### config.mk
export PLATFORM = sky130hd
export DESIGN_NAME = ibex_rf_wb_ctrl
export DESIGN_NICKNAME = d
export VERILOG_FILES = /design/src/rtl/ibex_pkg.sv /design/src/rtl/ibex_rf_scoreboard.sv /design/src/rtl/ibex_rf_wb_ctrl.sv
export SDC_FILE = /design/constraint.sdc
export NUM_CORES = 1
export LEC_CHECK = 0
export CAP_MARGIN = 20
export CORE_AREA = 10 10 134 136
export DETAILED_ROUTE_END_ITERATION = 8
export DIE_AREA = 0 0 144 146
export HOLD_SLACK_MARGIN = 0.15
export PLACE_DENSITY = 0.68
export SLEW_MARGIN = 25
export SYNTH_ARGS = -nofsm -noshare
export SYNTH_HDL_FRONTEND = slang
export SYNTH_SLANG_ARGS = --single-unit
### constraint.sdc
create_clock -name clk -period 2.55 [get_ports clk]
set_input_delay 0.51 -clock clk [delete_from_list [all_inputs] [get_ports clk]]
set_output_delay 0.51 -clock clk [all_outputs]
set_load 0.01 [all_outputs]
### src/rtl/ibex_pkg.sv
// ibex_pkg -- shared definitions for the register-file writeback slice.
//
// Contents:
//   wb_state_e     writeback controller FSM state (IDLE, HOLD)
//   REG_ADDR_W     width of a register address
//   num_regs()     architectural register count for a given RV32E setting
package ibex_pkg;

  localparam int REG_ADDR_W = 5;

  typedef enum logic {
    IDLE = 1'b0,
    HOLD = 1'b1
  } wb_state_e;

  // RV32E keeps only x0..x15; the full base ISA has x0..x31.
  function automatic int num_regs(input bit rv32e);
    return rv32e ? 16 : 32;
  endfunction

  // A result is written only if it targets an existing, non-x0 register.
  // Under RV32E any address with bit 4 set is outside the register file
  // and behaves like x0.
  function automatic logic addr_writable(input logic [REG_ADDR_W-1:0] addr,
                                         input bit rv32e);
    return (addr != '0) && !(rv32e && addr[REG_ADDR_W-1]);
  endfunction

endpackage

### src/rtl/ibex_rf_scoreboard.sv
// ibex_rf_scoreboard -- busy bits for registers with a write in flight.
//
// Ports:
//   clk, rst_n          clock, synchronous active-low reset
//   set_valid_i         an instruction with destination set_addr_i issues
//   set_addr_i          destination register to mark busy
//   clr_valid_i         a register-file write happens this cycle
//   clr_addr_i          register being written (its busy bit clears)
//   raddr_a_i/raddr_b_i source registers to look up
//   hazard_a_o/b_o      looked-up register is busy (combinational)
module ibex_rf_scoreboard
  import ibex_pkg::*;
#(
  parameter bit RV32E = 1'b0
) (
  input  logic                  clk,
  input  logic                  rst_n,
  input  logic                  set_valid_i,
  input  logic [REG_ADDR_W-1:0] set_addr_i,
  input  logic                  clr_valid_i,
  input  logic [REG_ADDR_W-1:0] clr_addr_i,
  input  logic [REG_ADDR_W-1:0] raddr_a_i,
  input  logic [REG_ADDR_W-1:0] raddr_b_i,
  output logic                  hazard_a_o,
  output logic                  hazard_b_o
);

  localparam int NUM_REGS = num_regs(RV32E);

  // x0 has no storage, so it can never read as busy. Addresses beyond the
  // register count (RV32E) match no bit and likewise never become busy.
  logic [NUM_REGS-1:1] busy_q;
  logic [NUM_REGS-1:1] busy_d;

  // Clear first, then set, so a new issue to a register that is being
  // written in the same cycle keeps it busy for the newer instruction.
  always_comb begin
    busy_d = busy_q;
    for (int i = 1; i < NUM_REGS; i++) begin
      if (clr_valid_i && (clr_addr_i == 5'(i))) busy_d[i] = 1'b0;
      if (set_valid_i && (set_addr_i == 5'(i))) busy_d[i] = 1'b1;
    end
  end

  always_ff @(posedge clk) begin
    if (!rst_n) busy_q <= '0;
    else        busy_q <= busy_d;
  end

  // No bypass: a register reads busy up to the edge ending its write cycle.
  always_comb begin
    hazard_a_o = 1'b0;
    hazard_b_o = 1'b0;
    for (int i = 1; i < NUM_REGS; i++) begin
      if (raddr_a_i == 5'(i)) hazard_a_o = busy_q[i];
      if (raddr_b_i == 5'(i)) hazard_b_o = busy_q[i];
    end
  end

endmodule

### src/rtl/ibex_rf_wb_ctrl.sv
// ibex_rf_wb_ctrl -- arbitrates ALU and load results onto one register-file
// write port and tracks pending writes for hazard detection.
//
// Ports:
//   clk, rst_n                      clock, synchronous active-low reset
//   issue_valid_i, issue_waddr_i    instruction with a destination issues
//   raddr_a_i/b_i, hazard_a_o/b_o   source hazard queries
//   alu_valid_i/alu_ready_o         ALU result handshake (+ waddr, wdata)
//   lsu_valid_i/lsu_ready_o         load result handshake (+ waddr, wdata)
//   rf_waddr_o, rf_wdata_o, rf_we_o registered register-file write port
module ibex_rf_wb_ctrl
  import ibex_pkg::*;
#(
  parameter bit RV32E      = 1'b0,
  parameter int DATA_WIDTH = 32
) (
  input  logic                  clk,
  input  logic                  rst_n,
  input  logic                  issue_valid_i,
  input  logic [4:0]            issue_waddr_i,
  input  logic [4:0]            raddr_a_i,
  input  logic [4:0]            raddr_b_i,
  output logic                  hazard_a_o,
  output logic                  hazard_b_o,
  input  logic                  alu_valid_i,
  output logic                  alu_ready_o,
  input  logic [4:0]            alu_waddr_i,
  input  logic [DATA_WIDTH-1:0] alu_wdata_i,
  input  logic                  lsu_valid_i,
  output logic                  lsu_ready_o,
  input  logic [4:0]            lsu_waddr_i,
  input  logic [DATA_WIDTH-1:0] lsu_wdata_i,
  output logic [4:0]            rf_waddr_o,
  output logic [DATA_WIDTH-1:0] rf_wdata_o,
  output logic                  rf_we_o
);

  wb_state_e             state_q;
  logic                  hold_we_q;
  logic [4:0]            hold_waddr_q;
  logic [DATA_WIDTH-1:0] hold_wdata_q;

  logic alu_xfer;
  logic lsu_xfer;
  logic alu_we;
  logic lsu_we;

  // Ready depends on state alone so there is no valid-to-ready path.
  assign alu_ready_o = (state_q == IDLE);
  assign lsu_ready_o = (state_q == IDLE);

  assign alu_xfer = alu_valid_i & alu_ready_o;
  assign lsu_xfer = lsu_valid_i & lsu_ready_o;
  assign alu_we   = addr_writable(alu_waddr_i, RV32E);
  assign lsu_we   = addr_writable(lsu_waddr_i, RV32E);

  // The write port only updates address/data for real writes, so results
  // to x0 (or out-of-range under RV32E) leave the last write visible.
  // On a collision the load wins the port and the ALU result waits one
  // cycle in the hold register.
  always_ff @(posedge clk) begin
    if (!rst_n) begin
      state_q      <= IDLE;
      hold_we_q    <= 1'b0;
      hold_waddr_q <= '0;
      hold_wdata_q <= '0;
      rf_we_o      <= 1'b0;
      rf_waddr_o   <= '0;
      rf_wdata_o   <= '0;
    end else begin
      case (state_q)
        IDLE: begin
          rf_we_o <= 1'b0;
          if (lsu_xfer) begin
            rf_we_o <= lsu_we;
            if (lsu_we) begin
              rf_waddr_o <= lsu_waddr_i;
              rf_wdata_o <= lsu_wdata_i;
            end
            if (alu_xfer) begin
              hold_we_q    <= alu_we;
              hold_waddr_q <= alu_waddr_i;
              hold_wdata_q <= alu_wdata_i;
              state_q      <= HOLD;
            end
          end else if (alu_xfer) begin
            rf_we_o <= alu_we;
            if (alu_we) begin
              rf_waddr_o <= alu_waddr_i;
              rf_wdata_o <= alu_wdata_i;
            end
          end
        end
        HOLD: begin
          rf_we_o <= hold_we_q;
          if (hold_we_q) begin
            rf_waddr_o <= hold_waddr_q;
            rf_wdata_o <= hold_wdata_q;
          end
          hold_we_q <= 1'b0;
          state_q   <= IDLE;
        end
        default: begin
          rf_we_o <= 1'b0;
          state_q <= IDLE;
        end
      endcase
    end
  end

  ibex_rf_scoreboard #(
    .RV32E(RV32E)
  ) u_scoreboard (
    .clk        (clk),
    .rst_n      (rst_n),
    .set_valid_i(issue_valid_i),
    .set_addr_i (issue_waddr_i),
    .clr_valid_i(rf_we_o),
    .clr_addr_i (rf_waddr_o),
    .raddr_a_i  (raddr_a_i),
    .raddr_b_i  (raddr_b_i),
    .hazard_a_o (hazard_a_o),
    .hazard_b_o (hazard_b_o)
  );

endmodule

# == After elaboration in Yosys (flattened, before gate mapping) ==
# Index checks and enable logic that the tools add are counted.
# op_classes
n_eq_ne,130
n_mux,145
bitwise_logic,3
reduce_logical,98
# ops
operator,n
$eq A5 B5 Y1 const B,64
$eq A5 B4 Y1 const B,32
$mux W32,5
$mux W1,130
$eq A5 B3 Y1 const B,16
$pmux W32 S2,1
$logic_and A1 B1 Y1,62
$reduce_bool A2 Y1,31
$eq A5 B2 Y1 const B,8
$mux W5,5
$eq A5 B1 Y1 const B,4
$pmux W5 S2,1
$reduce_bool A5 Y1,2
$ne A2 B1 Y1 const B,3
$ne A3 B1 Y1 const B,2
$pmux W1 S2,3
$reduce_and A4 Y1,1
$ne A3 B2 Y1 const B,1
$reduce_and A3 Y1,1
$and A1 B1 Y1,2
$reduce_and A2 Y1,1
$not A1 Y1,1
# totals
reg_bits,108
input_bits,94
out_inout_bits,42

# == Longest topological paths before layout ==
# Gate-level depths: netlist of run 1.
# logic_depth
depth_word,32
depth_mapped,9
depth_no_buf,6

# == Modules after synthesis ==
# Synthesis of run 1 repeated with hierarchy kept, for this count alone.
# unflattened
cells_unflattened,788
hier_area_um2,6223.5
# by_module_without_submodules
mod,n_inst,cells_each,area_per_inst_um2,seq_area_each_um2
ibex_rf_wb_ctrl,1,474,3844.9,1541.5
ibex_rf_scoreboard,1,314,2378.5,620.6

# == Least setup slack after synthesis of run 1 ==
# No wires, ideal clock.
# synth_path
path_type,input to output
startpoint,input raddr_a_i[0]
endpoint,output hazard_a_o
t_arrival_ns,1.795
required_ns,2.040
slack_ns,0.245
stages,6
cell_sequence,or3b_1 -> a31oi_1 -> a21oi_1 -> a2111oi_0 -> nor3_1 -> o221ai_1
# synth_via
elab_chain_len,32
elab_cells_between_ends,62
cone_classes,eq/ne (31); mux (31)
# synth_rtl
element,line_no,text
start: declaration,ibex_rf_wb_ctrl.sv:21,"input logic [4:0] raddr_a_i,"
$eq A5 B1 Y1,ibex_rf_scoreboard.sv:55,if (raddr_a_i == 5'(i)) hazard_a_o = busy_q[i];
$mux W1 (30 in a row),ibex_rf_scoreboard.sv:55,
$mux W1 (*),ibex_rf_scoreboard.sv:55,
end: declaration,ibex_rf_wb_ctrl.sv:23,"output logic hazard_a_o,"
# Mark *: on every way between the ends. The rest lies on a longest branch, timed or not.

# == Final worst setup path of run 1 ==
# layout_path
startpoint,register u_scoreboard.busy_q[2] (netlist bit)
endpoint,output hazard_a_o
# layout_via
elab_chain_len,30
# layout_rtl
element,line_no,text
start: declaration,ibex_rf_scoreboard.sv:32,logic [NUM_REGS-1:1] busy_q;
start signal: assignment,ibex_rf_scoreboard.sv:47,else busy_q <= busy_d;
$mux W1 (30 in a row),ibex_rf_scoreboard.sv:55,
# Every way passes these cells.

==> results of run 1 <==
==> power by group <==
part | switching, mW | leakage, nW | internal, mW | total [mW]
clock | 0.656 | 0.143 | 0.797 | 1.45
sequential | 0.0588 | 0.883 | 1.77 | 1.83
combinational | 0.396 | 1.99 | 0.452 | 0.848
total | 1.11 | 3.02 | 3.02 | 4.13
==> through the flow <==
step | cells | setup slack, ns | cell area, um2 | TNS, ns | hold slack [ns]
after floorplan | 763 | 0.2452 | 5894 | 0 | 0.4439
after global placement | 1086 | -0.8459 | 7659 | -1.561 | 0.4497
after detailed placement | 1086 | -0.8416 | 7659 | -1.569 | 0.4569
after CTS | 1107 | 0.0007419 | 8010 | 0 | 0.4676
after global routing | 1107 | -0.07728 | 8033 | -0.1313 | 0.4848
final | 1107 | 0.04026 | 8033 | 0 | 0.4649
==> registers in the layout, summed over array words and instances (netlist names) <==
register / cells
hold_wdata_q: 32
rf_wdata_o: 32
u_scoreboard.busy_q: 31
hold_waddr_q: 5
rf_waddr_o: 5
hold_we_q: 1
rf_we_o: 1
state_q: 1
==> timing repair <==
action                     CTS  global route
setup endpoints to repair    2             2
pin swaps                    8             5
cloned                       2             0
gates resized for setup     31            16
setup buffers                3             0
hold endpoints to repair     0             0
==> layer usage <==
layer / wire, um / track usage [%] / vias to the layer above / share of wire, %
li1: - / - / 2927 / -
met1: 7644 / 20.58 / 2624 / 42
met2: 8420 / 27.73 / 197 / 46
met3: 1813 / 6.527 / 21 / 10
met4: 259 / 4.188 / 0 / 1.4
met5: 0 / 0 / - / 0
==> cell families after synthesis <==
kind of cell / after synthesis / synth area share (%)
and+or+nand+nor: 314 / 24.47
muxes: 52 / 9.807
DFF: 108 / 36.68
AOI/OAI and AO/OA: 225 / 23.75
buffers and inverters: 64 / 5.285
==> synthesized netlist by cell type, types with 7 or more instances <==
| cell | instances |
|---|---|
| a21boi_0 | 69 |
| a21oi_1 | 48 |
| and2_1 | 38 |
| buf_2 | 13 |
| clkbuf_1 | 32 |
| dfxtp_1 | 108 |
| mux2i_1 | 42 |
| nand2_1 | 155 |
| nand2b_1 | 12 |
| nand3_1 | 15 |
| nor2_1 | 54 |
| nor2b_1 | 12 |
| nor3b_1 | 7 |
| o21ai_0 | 38 |
| o21ai_1 | 38 |
==> worst max-delay path by stage <==
stage,start,endpoint,depth (start not counted)
global placement,raddr_a_i[0],hazard_a_o,9
floorplan,raddr_a_i[0],hazard_a_o,6
CTS,raddr_a_i[1],hazard_a_o,8
finish,u_scoreboard.busy_q[2]$_SDFFE_PN0P_,hazard_a_o,7
detailed placement,raddr_a_i[0],hazard_a_o,9
global route,u_scoreboard.busy_q[2]$_SDFFE_PN0P_,hazard_a_o,7
==> critical path, cell delays in order, from the launching register on <==
cell,delay [ns]
dfxtp_2,0.35
or3b_1,0.35
a31oi_1,0.18
a21oi_1,0.07
a2111oi_2,0.23
nor3_1,0.08
o221ai_1,0.22
buf_2,0.18
==> area by class of cell <==
type | instances | area share (%)
Tap cell | 192 | 2.991
Timing Repair Buffer | 194 | 22.91
Multi-Input combinational cell | 591 | 42.99
Inverter | 6 | 0.2804
Sequential cell | 108 | 26.95
Clock buffer | 10 | 2.975
Clock inverter | 6 | 0.9034
==> results.yml, run 1 <==
place:
  numPortBuffers: 135
  hpwlAfterDp_um: 13430
  gp_congestion: 0.9387
global_route:
  grt_pass1_wl_um: 29240
  grt_antenna_before_repair: 0
  grt_max_degree: 109
  grtUsageTotal_pct: 17.06
  grt_overflow: 0
  grt_pass1_vias: 5658
logic_synthesis:
  ys_ff_latch: 108
  synth_edf_count: 0
  synth_ff_type: "dfxtp_1"
  syn_avg_cell_area_um2: 7.725
  netlist_instances: 763
  synth_area_um2: 5894
  yosys.area.top_type: "dfxtp_1"
  synthTopCellsByArea: "dfxtp_1 37%, nand2_1 9.9%, a21boi_0 8.8%, mux2i_1 7.1%, a21oi_1 4.1%"
  async_reset_ff_share_pct: 0
  yosys.area.top_type_share_pct: 36.68
  synth_fp_nets: 857
  ys_seq_area_share_pct: 36.68
  ys_warn_count: 0
  ys_types: 56
timing:
  worst_pin_slew_ns: 0.7601
  fmaxAchievable_mhz: 398.4
  period_share_pct: 98.42
  setup-violations-final: 0
  slew_headroom_pct: 49.33
  skew_ns: 0.005539
  final-max-slew-violation-count: 0
  rsz0062_at_grt: "yes"
  finalHoldViolations: 0
  fin_crit_ns: 2.510
run_status:
  status: "completed"
die:
  die_area_um2: 21020
  die_x_um: 144
  fp-row-count: 46
  fp.coreArea_um2: 15480
  pin_count: 136
  initial_core_util_pct: 38.07
  die_h_um: 146
clock_tree:
  cts_buffers: 9
  h-tree-depth: 3
  clock-sinks: 108
  clkLatencyLatePin_ns: 0.35
  hold_buffers: 0
  cts-root-buf: "clkbuf_16"
  cts_buffer_depth: 2
  cts_tree: "done"
  clk_pin_slew_ns: 0.07
worst_hold_path:
  hold_path.class: "reg2reg"
  hold_path_startpoint: "hold_waddr_q[4]$_SDFFE_PN0P_"
  hold_end: "hold_waddr_q[4]$_SDFFE_PN0P_"
  min_path_cells: 2
critical_path:
  r2r_slack_ns: 0.96
  worst_ep_required_time_ns: 2.04
  arrival_ns: 2.00
  worst-r2r-cell-count: 5
  rr_startpoint: "state_q$_SDFF_PP0_"
  crit_type: "reg2out"
  r2r-end: "hold_wdata_q[27]$_SDFFE_PN0P_"
  crit_fanout: 2
  cp-start-kind: "flop"
  cp-end-kind: "output pin"
pwr:
  powerDensity_nw_per_um2: 514.3
  power_mw: 4.131
  power_leakage_nw: 3.020
  ir_drop_mv: 0.3005
cells_and_area:
  diodes: 0
  area_growth_pct: 36.28
  finalCoreUtilization_pct: 51.88
  fillCellCount: 1495
  layout_common_cells: "155 x nand2_1, 124 x clkdlybuf4s50_1, 106 x dfxtp_1"
  drive_above_1_share_pct: 11.80
  nets: 1004
  multiInputGateArea_um2: 3453
  register_area_um2: 2165
  layout.cells.most_common: "nand2_1"
detailed_routing:
  dr.pass1.iters: 5
  ant_nets: 0
  drt-initial-drc-count: 357
  vias: 5769
  via_per_inst: 5.211
  wl_um: 18140
  drc_errors: 0
  routedWlPerCell_um: 16.38
flow_run:
  maxCapViolations: 0
(Power assumes the default switching activity.)
==> inputs of run 2 (changes only) <==
ABC_CLOCK_PERIOD_IN_PS = 2550   (was unset)
CORE_AREA = 10 10 138 140   (was 10 10 134 136)
DIE_AREA = 0 0 148 150   (was 0 0 144 146)
PLACE_DENSITY = 0.67   (was 0.68)
SYNTH_HIERARCHICAL = 1   (was unset)
==> results.yml, run 2 <==
run_status:
  status: "completed"
detailed_routing:
  routedWlPerCell_um: 17.11
  via_per_inst: 5.289
  wl_um: 20030
  drc_errors: 0
  ant_nets: 0
  wl_met1_um: 8628
  wl_met2_um: 9356
  vias: 6193
  met3_length_um: 1592
  drt-initial-drc-count: 330
  top_layer_used: "met4"
  dr.pass1.iters: 4
place:
  gp_congestion: 0.8654
  pre_cts_ws_ns: -0.8655
  hpwlAfterDp_um: 14200
  placed_area_um2: 8018
  numPortBuffers: 135
logic_synthesis:
  yosys.area.top_type_share_pct: 34.74
  ys_ff_latch: 108
  ys_seq_area_share_pct: 34.74
  synth_most_common_cell: "nand2_1"
  synth_ff_type: "dfxtp_1"
  ys_warn_count: 6
  synth_edf_count: 0
  netlist_instances: 788
  async_reset_ff_share_pct: 0
  syn_avg_cell_area_um2: 7.898
  synth_area_um2: 6223
  yosys.area.top_type: "dfxtp_1"
  synth_fp_nets: 882
  synthTopCellsByArea: "dfxtp_1 35%, nand2_1 12%, mux2i_1 7.7%, a21boi_0 6.5%, o21ai_0 6.4%"
  netlist_top_cells_count: "193 x nand2_1, 108 x dfxtp_1, 79 x o21ai_0"
  ys_types: 63
flow_run:
  maxCapViolations: 0
cells_and_area:
  fillCellCount: 1629
  drive_above_1_share_pct: 18.40
  stdcell_area_um2: 8618
  reg_top3: "hold_wdata_q (32), rf_wdata_o (32), u_scoreboard/busy_q (31)"
  multiInputGateArea_um2: 3867
  layout.cells.most_common: "nand2_1"
  nets: 1041
  area_growth_pct: 38.48
  diodes: 0
  layout_common_cells: "192 x nand2_1, 121 x clkdlybuf4s50_1, 106 x dfxtp_1"
  register_area_um2: 2165
critical_path:
  crit_type: "in2out"
  rr_startpoint: "state_q$_SDFF_PP0_"
  cp_slowest_stage_delay_ns: 0.32
  crit_fanout: 4
  crit_path_top_delay_cell: "a311o_1"
  path_delay_family: "compound AO/OA/AOI/OAI gates"
  r2r-end: "rf_wdata_o[0]$_SDFFE_PN0P_"
  r2r_slack_ns: 0.75
  arrival_ns: 2.02
  crit_chain: "buf_6 -> buf_6 -> buf_6 -> o211ai_1 -> a22oi_1 -> a311o_1 -> buf_4 -> a311oi_2 -> buf_2"
  cp-start-kind: "input port"
  worst-r2r-cell-count: 5
  cp-end-kind: "output pin"
  worst_ep_required_time_ns: 2.04
  crit_top_cell: "buf_6"
  cp_num_buf_inv: 5
clock_tree:
  clkLatencyLatePin_ns: 0.36
  cts_buffers: 9
  cts_buffer_depth: 2
  h-tree-depth: 3
  clk_pin_slew_ns: 0.08
  hold_buffers: 0
  clock-sinks: 108
  cts_tree: "done"
  cts-root-buf: "clkbuf_16"
pwr:
  ir_drop_mv: 0.3691
  powerDensity_nw_per_um2: 478.5
  power_leakage_nw: 3.169
worst_hold_path:
  hold_path.class: "reg2reg"
  hold_path_startpoint: "rf_wdata_o[25]$_SDFFE_PN0P_"
  min_path_cells: 2
  hold_end: "rf_wdata_o[25]$_SDFFE_PN0P_"
timing:
  hold_ws_ns: 0.4602
  fmaxAchievable_mhz: 395.6
  setup-violations-final: 0
  setup_slack_ns: 0.02199
  slew_headroom_pct: 62.48
  period_share_pct: 99.14
  finalHoldViolations: 0
  final-max-slew-violation-count: 0
  skew_ns: 0.01882
  rsz0062_at_grt: "yes"
  worst_pin_slew_ns: 0.5585
  fin_crit_ns: 2.528
die:
  fp-row-count: 47
  die_h_um: 150
  pin_count: 136
  initial_core_util_pct: 38.07
  die_area_um2: 22200
  fp.coreArea_um2: 16350
  die_x_um: 148
global_route:
  grtUsageTotal_pct: 17.66
  grt_antenna_before_repair: 0
  grt_max_degree: 79
  grt_pass1_wl_um: 32110
  grt_pass1_vias: 6185
  grt_overflow: 0
[run 2: changes by cell type after synthesis, moves of 14 or more]
cell,delta
o21ai_0,+41
a21oi_1,-36
nor2_1,-38
a21boi_0,-15
o21ai_1,-37
a21boi_1,+14
o21ai_2,+29
and2_1,-36
nand2_1,+38
nand4_1,+38
[run 2: worst register-to-register path, delay by kind of cell (launching register included)]
kind / cells / cell delay [ns]
flip-flops: 1 / 0.63
AND/OR/NAND/NOR: 1 / 0.22
buffers and inverters: 1 / 0.44
AO/OA/AOI/OAI: 3 / 0.44
[run 2: what timing repair did]
| action | 4_1_cts | 5_1_grt |
|---|---|---|
| setup buffers | 13 | 1 |
| pin swaps | 17 | 8 |
| gates cloned | 2 | 0 |
| setup endpoints to repair | 2 | 2 |
| resized for setup | 74 | 16 |
[run 2: per-layer routing]
| metal | GRT usage (%) | vias up |
|---|---|---|
| li1 | - | 3121 |
| met1 | 20.99 | 2873 |
| met2 | 28.90 | 168 |
| met3 | 6.612 | 31 |
| met4 | 5.600 | 0 |
| met5 | 0 | - |
[run 2: kinds of logic after synthesis]
logic type,count (synthesis),share of synthesized area (%)
DFF,108,34.74
muxes,53,8.987
buffers and inverters,70,6.112
AOI/OAI and AO/OA,225,24.63
and+or+nand+nor,332,25.53
[run 2: how the worst max path moves through the flow]
stage / end / from / cells after the start
6_report: hazard_b_o / raddr_b_i[1] / 9
5_1_grt: hazard_a_o / raddr_a_i[1] / 9
4_1_cts: hazard_b_o / raddr_b_i[0] / 8
3_5_place_dp: hazard_b_o / raddr_b_i[0] / 8
3_3_place_gp: hazard_b_o / raddr_b_i[0] / 8
2_1_floorplan: hazard_a_o / raddr_a_i[1] / 7
[run 2: layout make-up]
class | count | area share, %
multi-input cells | 610 | 44.88
inverters | 6 | 0.2904
clock inverters | 5 | 0.4936
repair buffers | 212 | 23.37
flip-flops and latches | 108 | 25.12
well taps | 220 | 3.194
clock buffers | 10 | 2.657
[run 2: power breakdown]
part	internal (mW)	total [mW]	switching, mW
registers	1.77	1.84	0.0692
logic	0.480	0.924	0.444
clock network	0.675	1.36	0.682
total	2.93	4.12	1.19
[run 2: per-stage QoR]
stage / setup TNS, ns / utilization [%] / cells / power, mW
4_1_cts: -0.04044 / 52.29 / 1171 / 4.153
3_5_place_dp: -1.689 / 49.04 / 1141 / 2.758
2_1_floorplan: 0 / - / 788 / 2.323
3_3_place_gp: -1.636 / 49.04 / 1141 / 2.752
5_1_grt: -0.1084 / 52.72 / 1171 / 4.309
6_report: 0 / 52.72 / 1171 / 4.124
